File: config.mk
export PLATFORM = sky130hd
export DESIGN_NAME = axis_pkt_rr_arbiter
export DESIGN_NICKNAME = d
export VERILOG_FILES = /design/src/rtl/axis_pkt_rr_arbiter.sv
export SDC_FILE = /design/constraint.sdc
export NUM_CORES = 1
export LEC_CHECK = 0
export CAP_MARGIN = 10
export CORE_UTILIZATION = 40
export DETAILED_ROUTE_END_ITERATION = 10
export PLACE_DENSITY = 0.86
export SYNTH_ARGS = -nofsm -noshare
export SYNTH_HDL_FRONTEND = slang
export SYNTH_SLANG_ARGS = --single-unit
File: constraint.sdc
create_clock -name clk -period 2.45 [get_ports clk]
set_input_delay 0.735 -clock clk [delete_from_list [all_inputs] [get_ports clk]]
set_output_delay 0.735 -clock clk [all_outputs]
set_load 0.02 [all_outputs]
File: src/rtl/axis_pkt_rr_arbiter.sv
// axis_pkt_rr_arbiter
// Merges NUM_OF_INGRESS_PORTS AXI-Stream ingress ports onto a single egress using
// round-robin arbitration with packet granularity. A grant is held from the first
// beat of a packet until its tlast beat is accepted, so packets never interleave.
// Egress beats pass through a registered slice (1-cycle latency). The slice tags
// each beat's tuser with the source port id.

module axis_pkt_rr_arbiter #(
    parameter int DATA_SIZE            = 32,
    parameter int USER_SIZE            = 16,
    parameter int NUM_OF_INGRESS_PORTS = 3,
    localparam int PORT_ID_W = (NUM_OF_INGRESS_PORTS > 2) ? $clog2(NUM_OF_INGRESS_PORTS) : 1,
    localparam int KEEP_SIZE = DATA_SIZE / 8
) (
    input  logic                                      clk,
    input  logic                                      rst,
    input  logic [NUM_OF_INGRESS_PORTS-1:0]           cfg_port_en,
    input  logic [NUM_OF_INGRESS_PORTS-1:0]           s_tvalid,
    output logic [NUM_OF_INGRESS_PORTS-1:0]           s_tready,
    input  logic [NUM_OF_INGRESS_PORTS*DATA_SIZE-1:0] s_tdata,
    input  logic [NUM_OF_INGRESS_PORTS*KEEP_SIZE-1:0] s_tkeep,
    input  logic [NUM_OF_INGRESS_PORTS-1:0]           s_tlast,
    output logic                                      m_tvalid,
    input  logic                                      m_tready,
    output logic [DATA_SIZE-1:0]                      m_tdata,
    output logic [KEEP_SIZE-1:0]                      m_tkeep,
    output logic                                      m_tlast,
    output logic [USER_SIZE-1:0]                      m_tuser,
    output logic                                      grant_active,
    output logic [PORT_ID_W-1:0]                      grant_port,
    output logic [31:0]                               pkt_cnt
);

    localparam logic [PORT_ID_W-1:0] LAST_PORT  = PORT_ID_W'(NUM_OF_INGRESS_PORTS - 1);
    localparam logic [PORT_ID_W:0]   NUM_PORTS_W = (PORT_ID_W + 1)'(NUM_OF_INGRESS_PORTS);

    typedef enum logic [0:0] {
        ST_IDLE  = 1'b0,
        ST_GRANT = 1'b1
    } state_t;

    // Port following p in round-robin order, wrapping N-1 -> 0.
    function automatic logic [PORT_ID_W-1:0] next_port(input logic [PORT_ID_W-1:0] p);
        logic [PORT_ID_W-1:0] n;
        if (p == LAST_PORT) begin
            n = '0;
        end else begin
            n = p + PORT_ID_W'(1);
        end
        return n;
    endfunction

    state_t                   state_q,      state_d;
    logic [PORT_ID_W-1:0]     rr_ptr_q,     rr_ptr_d;
    logic [PORT_ID_W-1:0]     grant_port_q, grant_port_d;
    logic                     m_tvalid_q,   m_tvalid_d;
    logic [DATA_SIZE-1:0]     m_tdata_q,    m_tdata_d;
    logic [KEEP_SIZE-1:0]     m_tkeep_q,    m_tkeep_d;
    logic                     m_tlast_q,    m_tlast_d;
    logic [USER_SIZE-1:0]     m_tuser_q,    m_tuser_d;
    logic [31:0]              pkt_cnt_q,    pkt_cnt_d;

    logic [NUM_OF_INGRESS_PORTS-1:0] req_s;
    logic [NUM_OF_INGRESS_PORTS-1:0] s_tready_s;
    logic                            found_s;
    logic [PORT_ID_W-1:0]            winner_s;
    logic                            sel_valid_s;
    logic                            sel_last_s;
    logic [DATA_SIZE-1:0]            sel_data_s;
    logic [KEEP_SIZE-1:0]            sel_keep_s;
    logic                            slice_free_s;
    logic                            in_hs_s;
    logic                            out_hs_s;

    // Round-robin search: first enabled requester at or after rr_ptr, modulo N.
    always_comb begin
        logic [PORT_ID_W:0] sum_v;
        logic [PORT_ID_W:0] idx_v;
        logic               hit_v;
        req_s    = s_tvalid & cfg_port_en;
        found_s  = 1'b0;
        winner_s = '0;
        sum_v    = '0;
        idx_v    = '0;
        hit_v    = 1'b0;
        for (int i = 0; i < NUM_OF_INGRESS_PORTS; i++) begin
            sum_v    = {1'b0, rr_ptr_q} + (PORT_ID_W + 1)'(i);
            idx_v    = (sum_v >= NUM_PORTS_W) ? (sum_v - NUM_PORTS_W) : sum_v;
            hit_v    = ~found_s & req_s[idx_v[PORT_ID_W-1:0]];
            winner_s = hit_v ? idx_v[PORT_ID_W-1:0] : winner_s;
            found_s  = found_s | hit_v;
        end
    end

    // Mux the granted port's ingress fields and derive both handshakes.
    always_comb begin
        sel_valid_s  = s_tvalid[grant_port_q];
        sel_last_s   = s_tlast[grant_port_q];
        sel_data_s   = s_tdata[int'(grant_port_q) * DATA_SIZE +: DATA_SIZE];
        sel_keep_s   = s_tkeep[int'(grant_port_q) * KEEP_SIZE +: KEEP_SIZE];
        slice_free_s = ~m_tvalid_q | m_tready;
        in_hs_s      = (state_q == ST_GRANT) & sel_valid_s & slice_free_s;
        out_hs_s     = m_tvalid_q & m_tready;
    end

    // Ingress ready: only the granted port, only while the output slice can take a beat.
    always_comb begin
        s_tready_s = '0;
        if (state_q == ST_GRANT) begin
            s_tready_s[grant_port_q] = slice_free_s;
        end else begin
            s_tready_s = '0;
        end
    end

    // Arbitration FSM: pick a port in IDLE, hold it in GRANT until its tlast is accepted.
    always_comb begin
        state_d      = state_q;
        rr_ptr_d     = rr_ptr_q;
        grant_port_d = grant_port_q;
        case (state_q)
            ST_IDLE: begin
                if (found_s) begin
                    grant_port_d = winner_s;
                    state_d      = ST_GRANT;
                end else begin
                    state_d      = ST_IDLE;
                end
            end
            ST_GRANT: begin
                if (in_hs_s && sel_last_s) begin
                    rr_ptr_d = next_port(grant_port_q);
                    state_d  = ST_IDLE;
                end else begin
                    state_d  = ST_GRANT;
                end
            end
            default: begin
                state_d = ST_IDLE;
            end
        endcase
    end

    // Output slice: load on ingress handshake, otherwise empty when drained, otherwise hold.
    always_comb begin
        m_tvalid_d = m_tvalid_q;
        m_tdata_d  = m_tdata_q;
        m_tkeep_d  = m_tkeep_q;
        m_tlast_d  = m_tlast_q;
        m_tuser_d  = m_tuser_q;
        if (in_hs_s) begin
            m_tvalid_d                   = 1'b1;
            m_tdata_d                    = sel_data_s;
            m_tkeep_d                    = sel_keep_s;
            m_tlast_d                    = sel_last_s;
            m_tuser_d                    = '0;
            m_tuser_d[PORT_ID_W-1:0]     = grant_port_q;
        end else if (out_hs_s) begin
            m_tvalid_d = 1'b0;
        end else begin
            m_tvalid_d = m_tvalid_q;
        end
    end

    // Completed-packet counter: counts egress tlast handshakes, wraps naturally.
    always_comb begin
        if (out_hs_s && m_tlast_q) begin
            pkt_cnt_d = pkt_cnt_q + 32'd1;
        end else begin
            pkt_cnt_d = pkt_cnt_q;
        end
    end

    // State and output registers; reset abandons any packet in flight.
    always_ff @(posedge clk) begin
        if (rst) begin
            state_q      <= ST_IDLE;
            rr_ptr_q     <= '0;
            grant_port_q <= '0;
            m_tvalid_q   <= 1'b0;
            m_tdata_q    <= '0;
            m_tkeep_q    <= '0;
            m_tlast_q    <= 1'b0;
            m_tuser_q    <= '0;
            pkt_cnt_q    <= 32'd0;
        end else begin
            state_q      <= state_d;
            rr_ptr_q     <= rr_ptr_d;
            grant_port_q <= grant_port_d;
            m_tvalid_q   <= m_tvalid_d;
            m_tdata_q    <= m_tdata_d;
            m_tkeep_q    <= m_tkeep_d;
            m_tlast_q    <= m_tlast_d;
            m_tuser_q    <= m_tuser_d;
            pkt_cnt_q    <= pkt_cnt_d;
        end
    end

    assign s_tready     = s_tready_s;
    assign m_tvalid     = m_tvalid_q;
    assign m_tdata      = m_tdata_q;
    assign m_tkeep      = m_tkeep_q;
    assign m_tlast      = m_tlast_q;
    assign m_tuser      = m_tuser_q;
    assign grant_active = (state_q == ST_GRANT);
    assign grant_port   = grant_port_q;
    assign pkt_cnt      = pkt_cnt_q;

endmodule

==> results of run 1 <==
[final timing paths]
check / start / endpoint / slack, ns / depth (start not counted)
setup reg to reg: pkt_cnt[4] / pkt_cnt[25] / 0.37 / 4
hold reg to reg: m_tuser[1] / m_tuser[1] / 0.49 / 2
setup / recovery: grant_port[1] / grant_port[1] / 0.09 / 2
hold / removal: m_tuser[1] / m_tuser[1] / 0.49 / 2
[power breakdown]
group	switching, mW	internal [mW]	total, mW	leakage (nW)
combinational	0.524	0.531	1.06	1.61
sequential	0.0577	1.34	1.40	0.627
clock	0.476	0.470	0.946	0.0964
[cells by family after synthesis]
group,synth area share [%]
fa+ha+maj,1.35
flops,36.2
xor+xnor,1.85
simple gates,18.8
compound gates,20.0
buf+inv,7.85
mux,13.9
other cells,0.0881
[stage by stage]
stage | util [%] | power (mW) | std cells | setup TNS, ns | area, um^2
final | 64.1 | 3.40 | 849 | 0 | 6620
after global routing | 64.1 | 3.57 | 849 | 0 | 6620
after CTS | 64.1 | 3.42 | 849 | 0 | 6620
after detailed placement | 62.1 | 2.47 | 833 | -3.69 | 6410
after global placement | 62.1 | 2.43 | 833 | -3.08 | 6410
after floorplan | - | 1.94 | 533 | 0 | 4310
[metal layers]
| layer | track usage [%] | part of all wire, % |
|---|---|---|
| met4 | 7.75 | 2.1 |
| met5 | 0 | 0 |
| met3 | 5.05 | 6.8 |
| met1 | 25.9 | 39 |
| met2 | 44.0 | 53 |
[worst register-to-register path, cell delays in order, from the launching register on]
cell and delay (ns):
dfxtp_1 0.46, nand4_2 0.15, or4_4 0.66, nor4_1 0.34, mux2_2 0.37
[layout make-up]
cell class / instances / area [um^2] / share of cell area, %
Multi-Input combinational cell: 388 / 2480 / 37.5
Inverter: 11 / 41.3 / 0.624
Clock inverter: 6 / 61.3 / 0.926
Tap cell: 136 / 170 / 2.57
Timing Repair Buffer: 221 / 2190 / 33.1
Clock buffer: 10 / 128 / 1.93
Sequential cell: 77 / 1540 / 23.3
[what timing repair did]
| item | in CTS | in global routing |
|---|---|---|
| buffers inserted | 0 | 0 |
| resized for setup | 22 | 1 |
| hold buffers | 0 | 0 |
| setup endpoints to repair | 3 | 1 |
| pin swaps | 1 | 0 |
[registers in the layout, indices dropped and copies added (netlist names)]
signal        cells
m_tuser           2
grant_port        2
pkt_cnt          32
m_tdata          32
m_tlast           1
m_tvalid          1
m_tkeep           4
rr_ptr_q          2
grant_active      1
[layout by cell type (no fill, tap or decap), types with 5 or more instances in the layout]
master / n
a21oi_1: 82
o21ai_0: 9
nor4_1: 7
nor2_1: 67
nand4_1: 5
conb_1: 14
buf_4: 20
clkbuf_8: 9
mux2i_1: 41
xor2_1: 5
nand2_1: 15
nor3_1: 12
nor2b_1: 13
clkdlybuf4s50_1: 192
mux2_2: 15
dfxtp_1: 75
inv_1: 11
a211oi_1: 38
nand3_1: 12
==> flow_metrics.py, run 1 <==
metrics = {
    "setup_path": {
        "crit_type": "flop to output port",
        "cp_slowest_cell": "clkdlybuf4s50_1",
        "cp_max_fo": 23,
        "cpPeakStageDelay_ns": 0.64,
        "crit_family": "buffers and inverters",
        "crit_chain": "buf_6 > clkdlybuf4s50_1",
        "cp.required_ns": 1.71,
        "critPathBufInv": 2,
        "arrival_ns": 1.62,
        "end_kind": "output port",
        "startpoint_type": "flop",
    },
    "floorplan": {
        "core-area_um2": 10300,
        "num_rows": 37,
        "ios": 212,
        "dieArea_um2": 11100,
        "initial_core_util_pct": 41.2,
        "die_x_um": 105,
        "die_h_um": 105,
    },
    "detailed_routing": {
        "wl_um": 13100,
        "via_per_inst": 5.41,
        "route.detailed.drc": 0,
        "drt-pass1-iter-count": 5,
        "antenna_left": 0,
        "drt-initial-drc-count": 217,
        "num_vias": 4595,
        "post_drt_wl_per_cell_um": 15.5,
    },
    "timing": {
        "worst_slack_ns": 0.0929,
        "fmax_ghz": 0.424,
        "finClkSkew_ns": 0.0134,
        "rsz0062_at_grt": "false",
        "hold_slack_ns": 0.488,
        "period_share_pct": 96.2,
        "worstMarginPinSlew_ns": 1.08,
        "finalHoldViolCount": 0,
        "relSlewSlack_pct": 28.1,
        "fin_crit_ns": 2.36,
        "slew_viol_final": 0,
        "setup_viol": 0,
    },
    "cells_and_area": {
        "antenna_cells": 0,
        "fill_cells": 836,
        "drive_gt1_share_pct": 10.1,
        "synthToLayoutAreaGrowth_pct": 55.6,
        "layout.nets": 831,
    },
    "logic_synthesis": {
        "synth.area.top_cells": "dfxtp_1, a21oi_1, mux2i_1",
        "synth_ff_type": "dfxtp_1",
        "synth-edff-count": 0,
        "synth.distinct_cells": 45,
        "synth_warnings": 0,
        "synth-async-reset-ratio_pct": 0,
        "yosysMostFrequentCell": "a21oi_1",
        "syn_area_um2": 4260,
        "netlist_instances": 520,
        "yosysTopAreaCell": "dfxtp_1",
        "synth_seq_area_share_pct": 36.2,
        "yosys-top-cells-count": "a21oi_1, dfxtp_1, nor2_1",
        "synth.top_cell.area_share_pct": 36.2,
        "synth_seq_cells": 77,
        "postSynthAreaPerCell_um2": 8.19,
    },
    "grt": {
        "grt_pass1_vias": 4416,
        "grt_max_degree": 65,
        "overflow": 0,
        "antenna_found_initial": 0,
        "grt_usage_pct": 23.4,
        "grt_pass1_wl_um": 21000,
    },
    "placement": {
        "dp_slack_ns": -0.515,
        "place_hpwl_um": 9720,
        "portBuffers": 197,
        "gp_congestion": 0.811,
    },
    "pwr": {
        "power.leakage_nw": 2.33,
        "power.density_nw_per_um2": 513,
        "ir_worst_vdd_mv": 0.287,
    },
    "clocking": {
        "cts_sinks": 77,
        "path_clk_slew_ns": 0.09,
        "clk_path_buf_depth": 2,
        "cts-root-buf": "clkbuf_8",
        "htreeDepth": 3,
        "insertion_delay_ns": 0.34,
        "cts_buffers": 9,
        "tritoncts": "yes",
    },
    "min_path": {
        "hp-class": "flop to flop",
    },
    "status": {
        "status": "finished, final reports clean",
    },
    "run": {
        "maxCapViolations": 0,
    },
}
No activity file was read; power rests on OpenSTA's default activity.
==> inputs of run 2 (changes only) <==
==> constraint.sdc (replaced) <==
create_clock -name clk -period 2.45 [get_ports clk]
set_input_delay 0.49 -clock clk [delete_from_list [all_inputs] [get_ports clk]]
set_output_delay 0.49 -clock clk [all_outputs]
set_load 0.02 [all_outputs]
==> run 2 against run 1 <==
Count of clock-buffer cells in the layout fell by 1. Critical path type is now primary input to output port. Clock power up 4.5%. Clock skew is 0.0021 ns higher. Critical endpoint is now s_tready[2]. Register-to-register slack got worse by 0.06 ns. Die area unchanged.
==> flow_metrics.py, run 2 (synthesized netlist as in run 1, its figures left out) <==
metrics = {
    "timing": {
        "slew_viol_final": 0,
        "worst_slack_ns": 0.0526,
        "relSlewSlack_pct": 40.2,
        "setup_viol": 0,
        "rsz0062_at_grt": "false",
        "finClkSkew_ns": 0.0155,
        "finalHoldViolCount": 0,
        "fin_crit_ns": 2.40,
        "fmax_ghz": 0.417,
        "worstMarginPinSlew_ns": 0.897,
        "period_share_pct": 97.9,
    },
    "pwr": {
        "totalPowerFinal_mw": 3.40,
        "power.density_nw_per_um2": 517,
        "ir_worst_vdd_mv": 0.273,
        "power.leakage_nw": 2.31,
    },
    "placement": {
        "place_hpwl_um": 9680,
        "dp_slack_ns": -0.0485,
        "dp.cells": 830,
        "gp_congestion": 0.854,
        "portBuffers": 197,
    },
    "detailed_routing": {
        "post_drt_wl_per_cell_um": 14.9,
        "via_per_inst": 5.42,
        "num_vias": 4582,
        "wl_um": 12600,
        "route.detailed.drc": 0,
        "drt-pass1-iter-count": 5,
        "antenna_left": 0,
        "drt-initial-drc-count": 169,
    },
    "run": {
        "maxCapViolations": 0,
    },
    "clocking": {
        "tritoncts": "yes",
        "clk_path_buf_depth": 2,
        "path_clk_slew_ns": 0.09,
        "insertion_delay_ns": 0.34,
        "cts_buffers": 9,
        "cts-root-buf": "clkbuf_8",
        "htreeDepth": 3,
        "cts_sinks": 77,
    },
    "grt": {
        "antenna_found_initial": 0,
        "met1_usage_pct": 24.8,
        "grtUsageMet2_pct": 42.8,
        "grt_pass1_wl_um": 20400,
        "grt_pass1_vias": 4404,
        "grt_use_met3_pct": 4.62,
        "overflow": 0,
        "grt_usage_pct": 22.8,
        "grt-busiest-layer": "met2",
        "grt_max_degree": 52,
    },
    "setup_path": {
        "reg2reg_slack_ns": 0.31,
        "cp-startpoint": "m_tready",
        "startpoint_type": "primary input",
        "arrival_ns": 1.91,
        "r2r_end": "pkt_cnt[28]",
        "worst_r2r_path_depth": 4,
        "end_kind": "output port",
        "cp.required_ns": 1.96,
        "cp_max_fo": 4,
        "crit_type": "primary input to output port",
        "r2r_start": "pkt_cnt[5]",
    },
    "floorplan": {
        "die_h_um": 105,
        "die_x_um": 105,
        "initial_core_util_pct": 41.2,
        "dieArea_um2": 11100,
        "num_rows": 37,
        "ios": 212,
        "core-area_um2": 10300,
    },
    "min_path": {
        "min_from": "m_tuser[1]",
        "holdPathEnd": "m_tuser[1]",
        "min_path_cells": 2,
        "hp-class": "flop to flop",
    },
    "cells_and_area": {
        "layout_common_cells": "clkdlybuf4s50_1, a21oi_1, dfxtp_1",
        "fin_cells": 846,
        "antenna_cells": 0,
        "drive_gt1_share_pct": 8.87,
        "synthToLayoutAreaGrowth_pct": 54.5,
        "utilization_pct": 63.7,
        "layout.nets": 828,
        "layout_commonest_cell": "clkdlybuf4s50_1",
    },
    "status": {
        "status": "finished, final reports clean",
    },
}
run 2: cell count changes in the layout (fill, tap and decap cells not counted), moves of 2 or more:
cell,previous run,this run
buf_4,20,18
buf_6,2,0
clkdlybuf4s50_1,192,194
clkinv_2,3,1
inv_6,1,3
run 2: worst max-delay path by stage:
stage,to,slack (ns),cells after the start
6_report,s_tready[2],0.05,4
3_5_place_dp,s_tready[0],-0.05,5
5_1_grt,s_tready[2],0.002,4
2_1_floorplan,s_tready[2],0.24,5
3_3_place_gp,s_tready[0],-0.05,5
4_1_cts,s_tready[2],0.07,4
run 2: layout make-up:
class	instances	area (um^2)
sequential	77	1540
clock buffer	9	124
clock inverter	7	80.1
inverter	11	41.3
fill	835	3750
multi-input combinational	388	2460
timing repair buffer	218	2160
tap	136	170
run 2: metrics by stage:
stage                     hold slack (ns)  instance area [um^2]  TNS, ns
after floorplan                     0.552                  4310        0
after global placement              0.461                  6380  -0.0543
after detailed placement            0.481                  6380  -0.0554
after CTS                           0.493                  6580        0
after global routing                0.520                  6580        0
final                               0.496                  6580        0
run 2: worst max-delay path, stage by stage:
cell and delay [ns]:
clkdlybuf4s50_1 0.48, nand2b_1 0.18, and3_1 0.17, clkdlybuf4s50_1 0.59
run 2: power breakdown:
group	switching (mW)	internal, mW	total (mW)
logic	0.497	0.513	1.01
registers	0.0643	1.34	1.40
clock network	0.503	0.487	0.989
run 2: what timing repair did:
item | in CTS | in global routing
setup buffers | 0 | 0
gates resized for setup | 2 | 0
hold buffers | 0 | 0
endpoints found under the setup margin | 2 | 0
run 2: metal layers:
layer | up-vias | routed length, um | part of all wire [%]
li1 | 2203 | - | -
met1 | 2131 | 4960 | 39
met2 | 216 | 6450 | 51
met3 | 32 | 855 | 6.8
met4 | 0 | 332 | 2.6
met5 | - | 0 | 0
==> inputs of run 3 (changes only) <==
ABC_AREA = 1   (was default)
ABC_CLOCK_PERIOD_IN_PS = 2450   (was default)
DONT_BUFFER_PORTS = 1   (was default)
PLACE_DENSITY = 0.6   (was 0.86)
==> run 3 against run 2 <==
Register-to-register slack improved by 0.22 ns. Total power increased by 42%. Sequential share of layout area up 9.3 points. Sequential power grew 44%. Count of clock-buffer cells in the layout unchanged.
==> flow_metrics.py, run 3 <==
metrics = {
    "status": {
        "status": "finished, final reports clean",
    },
    "pwr": {
        "p_seq_share_pct": 41.6,
        "swShare_pct": 42.3,
        "p_int_mw": 2.79,
        "clkPwrFrac_pct": 26.3,
        "power.leakage_nw": 1.83,
        "pwr-share-comb_pct": 32.1,
        "p_switching_mw": 2.04,
        "totalPowerFinal_mw": 4.83,
        "power.density_nw_per_um2": 1030,
        "ir_worst_vdd_mv": 0.433,
    },
    "cells_and_area": {
        "utilization_pct": 44.8,
        "stdcell_area_um2": 4700,
        "layout.nets": 836,
        "layout_common_cells": "nand2_1, nor2_1, dfxtp_1",
        "synthToLayoutAreaGrowth_pct": 6.79,
        "layout_commonest_cell": "nand2_1",
        "drive_gt1_share_pct": 5.72,
        "antenna_cells": 0,
    },
    "clocking": {
        "cts_buffers": 9,
        "clk_path_buf_depth": 2,
        "cts-root-buf": "clkbuf_8",
        "postCtsSetupBuffers": 0,
        "path_clk_slew_ns": 0.10,
        "insertion_delay_ns": 0.36,
        "cts_hold_buffers": 0,
        "htreeDepth": 3,
        "cts_sinks": 77,
        "tritoncts": "yes",
        "cts_resized": 0,
    },
    "detailed_routing": {
        "antenna_left": 0,
        "num_vias": 4463,
        "route.detailed.drc": 0,
        "drt-pass1-iter-count": 4,
        "post_drt_wl_per_cell_um": 14.7,
        "wl_um": 12600,
        "drt-initial-drc-count": 225,
        "via_per_inst": 5.23,
    },
    "placement": {
        "gp_congestion": 0.875,
        "place_hpwl_um": 9480,
        "portBuffers": 0,
        "placed_area_um2": 4440,
    },
    "grt": {
        "overflow": 0,
        "grt_max_degree": 48,
        "antenna_found_initial": 0,
        "grt_usage_pct": 22.2,
        "grt_pass1_wl_um": 20200,
        "grt_pass1_vias": 4222,
    },
    "logic_synthesis": {
        "synth.distinct_cells": 32,
        "synth.area.top_cells": "dfxtp_1, nand2_1, nor2_1",
        "synth_warnings": 0,
        "netlist_instances": 723,
        "syn_area_um2": 4400,
        "yosysTopAreaCell": "dfxtp_1",
        "synth-edff-count": 0,
        "synth_seq_area_share_pct": 35.0,
        "synth_seq_cells": 77,
        "synth-async-reset-ratio_pct": 0,
        "postSynthAreaPerCell_um2": 6.09,
        "yosysMostFrequentCell": "nand2_1",
        "synth_ff_type": "dfxtp_1",
        "synth.top_cell.area_share_pct": 35.0,
        "yosys-top-cells-count": "nand2_1, nor2_1, dfxtp_1",
    },
    "run": {
        "maxCapViolations": 0,
    },
    "timing": {
        "rsz0062_at_grt": "false",
        "finClkSkew_ns": 0.0157,
        "fin_crit_ns": 2.20,
        "worstMarginPinSlew_ns": 0.664,
        "setup_viol": 0,
        "finalHoldViolCount": 0,
        "slew_viol_final": 0,
        "final.setup.tns_ns": 0,
        "relSlewSlack_pct": 55.4,
        "fmax_ghz": 0.454,
        "period_share_pct": 89.9,
    },
    "min_path": {
        "hp-class": "primary input to flop",
        "min_path_cells": 1,
    },
    "setup_path": {
        "cpPeakStageDelay_ns": 0.52,
        "cp.required_ns": 1.96,
        "crit_type": "flop to output port",
        "startpoint_type": "flop",
        "arrival_ns": 1.71,
        "end_kind": "output port",
        "crit_chain": "inv_1 > nor2_1 > inv_1 > nor3_1",
        "path_common_cell": "inv_1",
        "cp_max_fo": 3,
        "cp_slowest_cell": "nor3_1",
        "worst_r2r_path_depth": 9,
    },
    "floorplan": {
        "core-area_um2": 10500,
        "die_x_um": 107,
        "initial_core_util_pct": 41.9,
        "dieArea_um2": 11400,
        "num_rows": 37,
        "ios": 212,
        "die_h_um": 107,
    },
}
[run 3: power by group through the flow]
stage / sequential (mW) / clock [mW] / combinational [mW]
4_1_cts: 2.01 / 1.30 / 1.56
3_3_place_gp: 2.04 / 0 / 1.51
6_report: 2.01 / 1.27 / 1.55
3_5_place_dp: 2.04 / 0 / 1.56
5_1_grt: 2.04 / 1.35 / 1.79
2_1_floorplan: 1.96 / 0 / 1.32
[run 3: kinds of logic after synthesis]
logic type               after synthesis  synth area share, %
buffers and inverters                 85                 9.37
AO/OA/AOI/OAI                         83                 9.66
XOR/XNOR                               4                0.796
flip-flops                            77                 35.0
AND/OR/NAND/NOR                      470                 44.2
adder cells (fa/ha/maj)                3                0.852
other                                  1               0.0851
[run 3: final cells by class]
type | count | area (um^2)
Fill cell | 1109 | 5810
Multi-Input combinational cell | 574 | 2500
Sequential cell | 77 | 1540
Tap cell | 136 | 170
Inverter | 42 | 160
Clock inverter | 6 | 136
Clock buffer | 9 | 124
Timing Repair Buffer | 9 | 67.6
[run 3: final timing paths]
path | from | slack, ns | end
worst min register to register | rr_ptr_q[0] | 0.49 | rr_ptr_q[0]
worst max-delay path | grant_active | 0.25 | s_tready[0]
worst min-delay path | rst | 0.19 | pkt_cnt[29]
worst max register to register | pkt_cnt[1] | 0.53 | pkt_cnt[22]
[run 3: critical path: cells and delay by family (launching register included)]
family	cells	cell delay, ns
simple gates	2	0.69
flops	1	0.50
buf+inv	2	0.18
[run 3: routing by layer]
metal,track usage (%),vias up,part of all wire (%)
met3,6.14,27,8.2
met4,8.51,0,2.3
met2,39.2,177,48
met5,0,-,0
li1,-,2258,-
met1,25.3,2001,41
[run 3: through the flow]
step | hold slack (ns) | setup slack, ns | instances
final | 0.193 | 0.247 | 853
after global routing | 0.169 | 0.134 | 853
after CTS | 0.174 | 0.240 | 853
after detailed placement | 0.478 | 0.554 | 838
after global placement | 0.477 | 0.614 | 838
after floorplan | 0.453 | 0.752 | 736
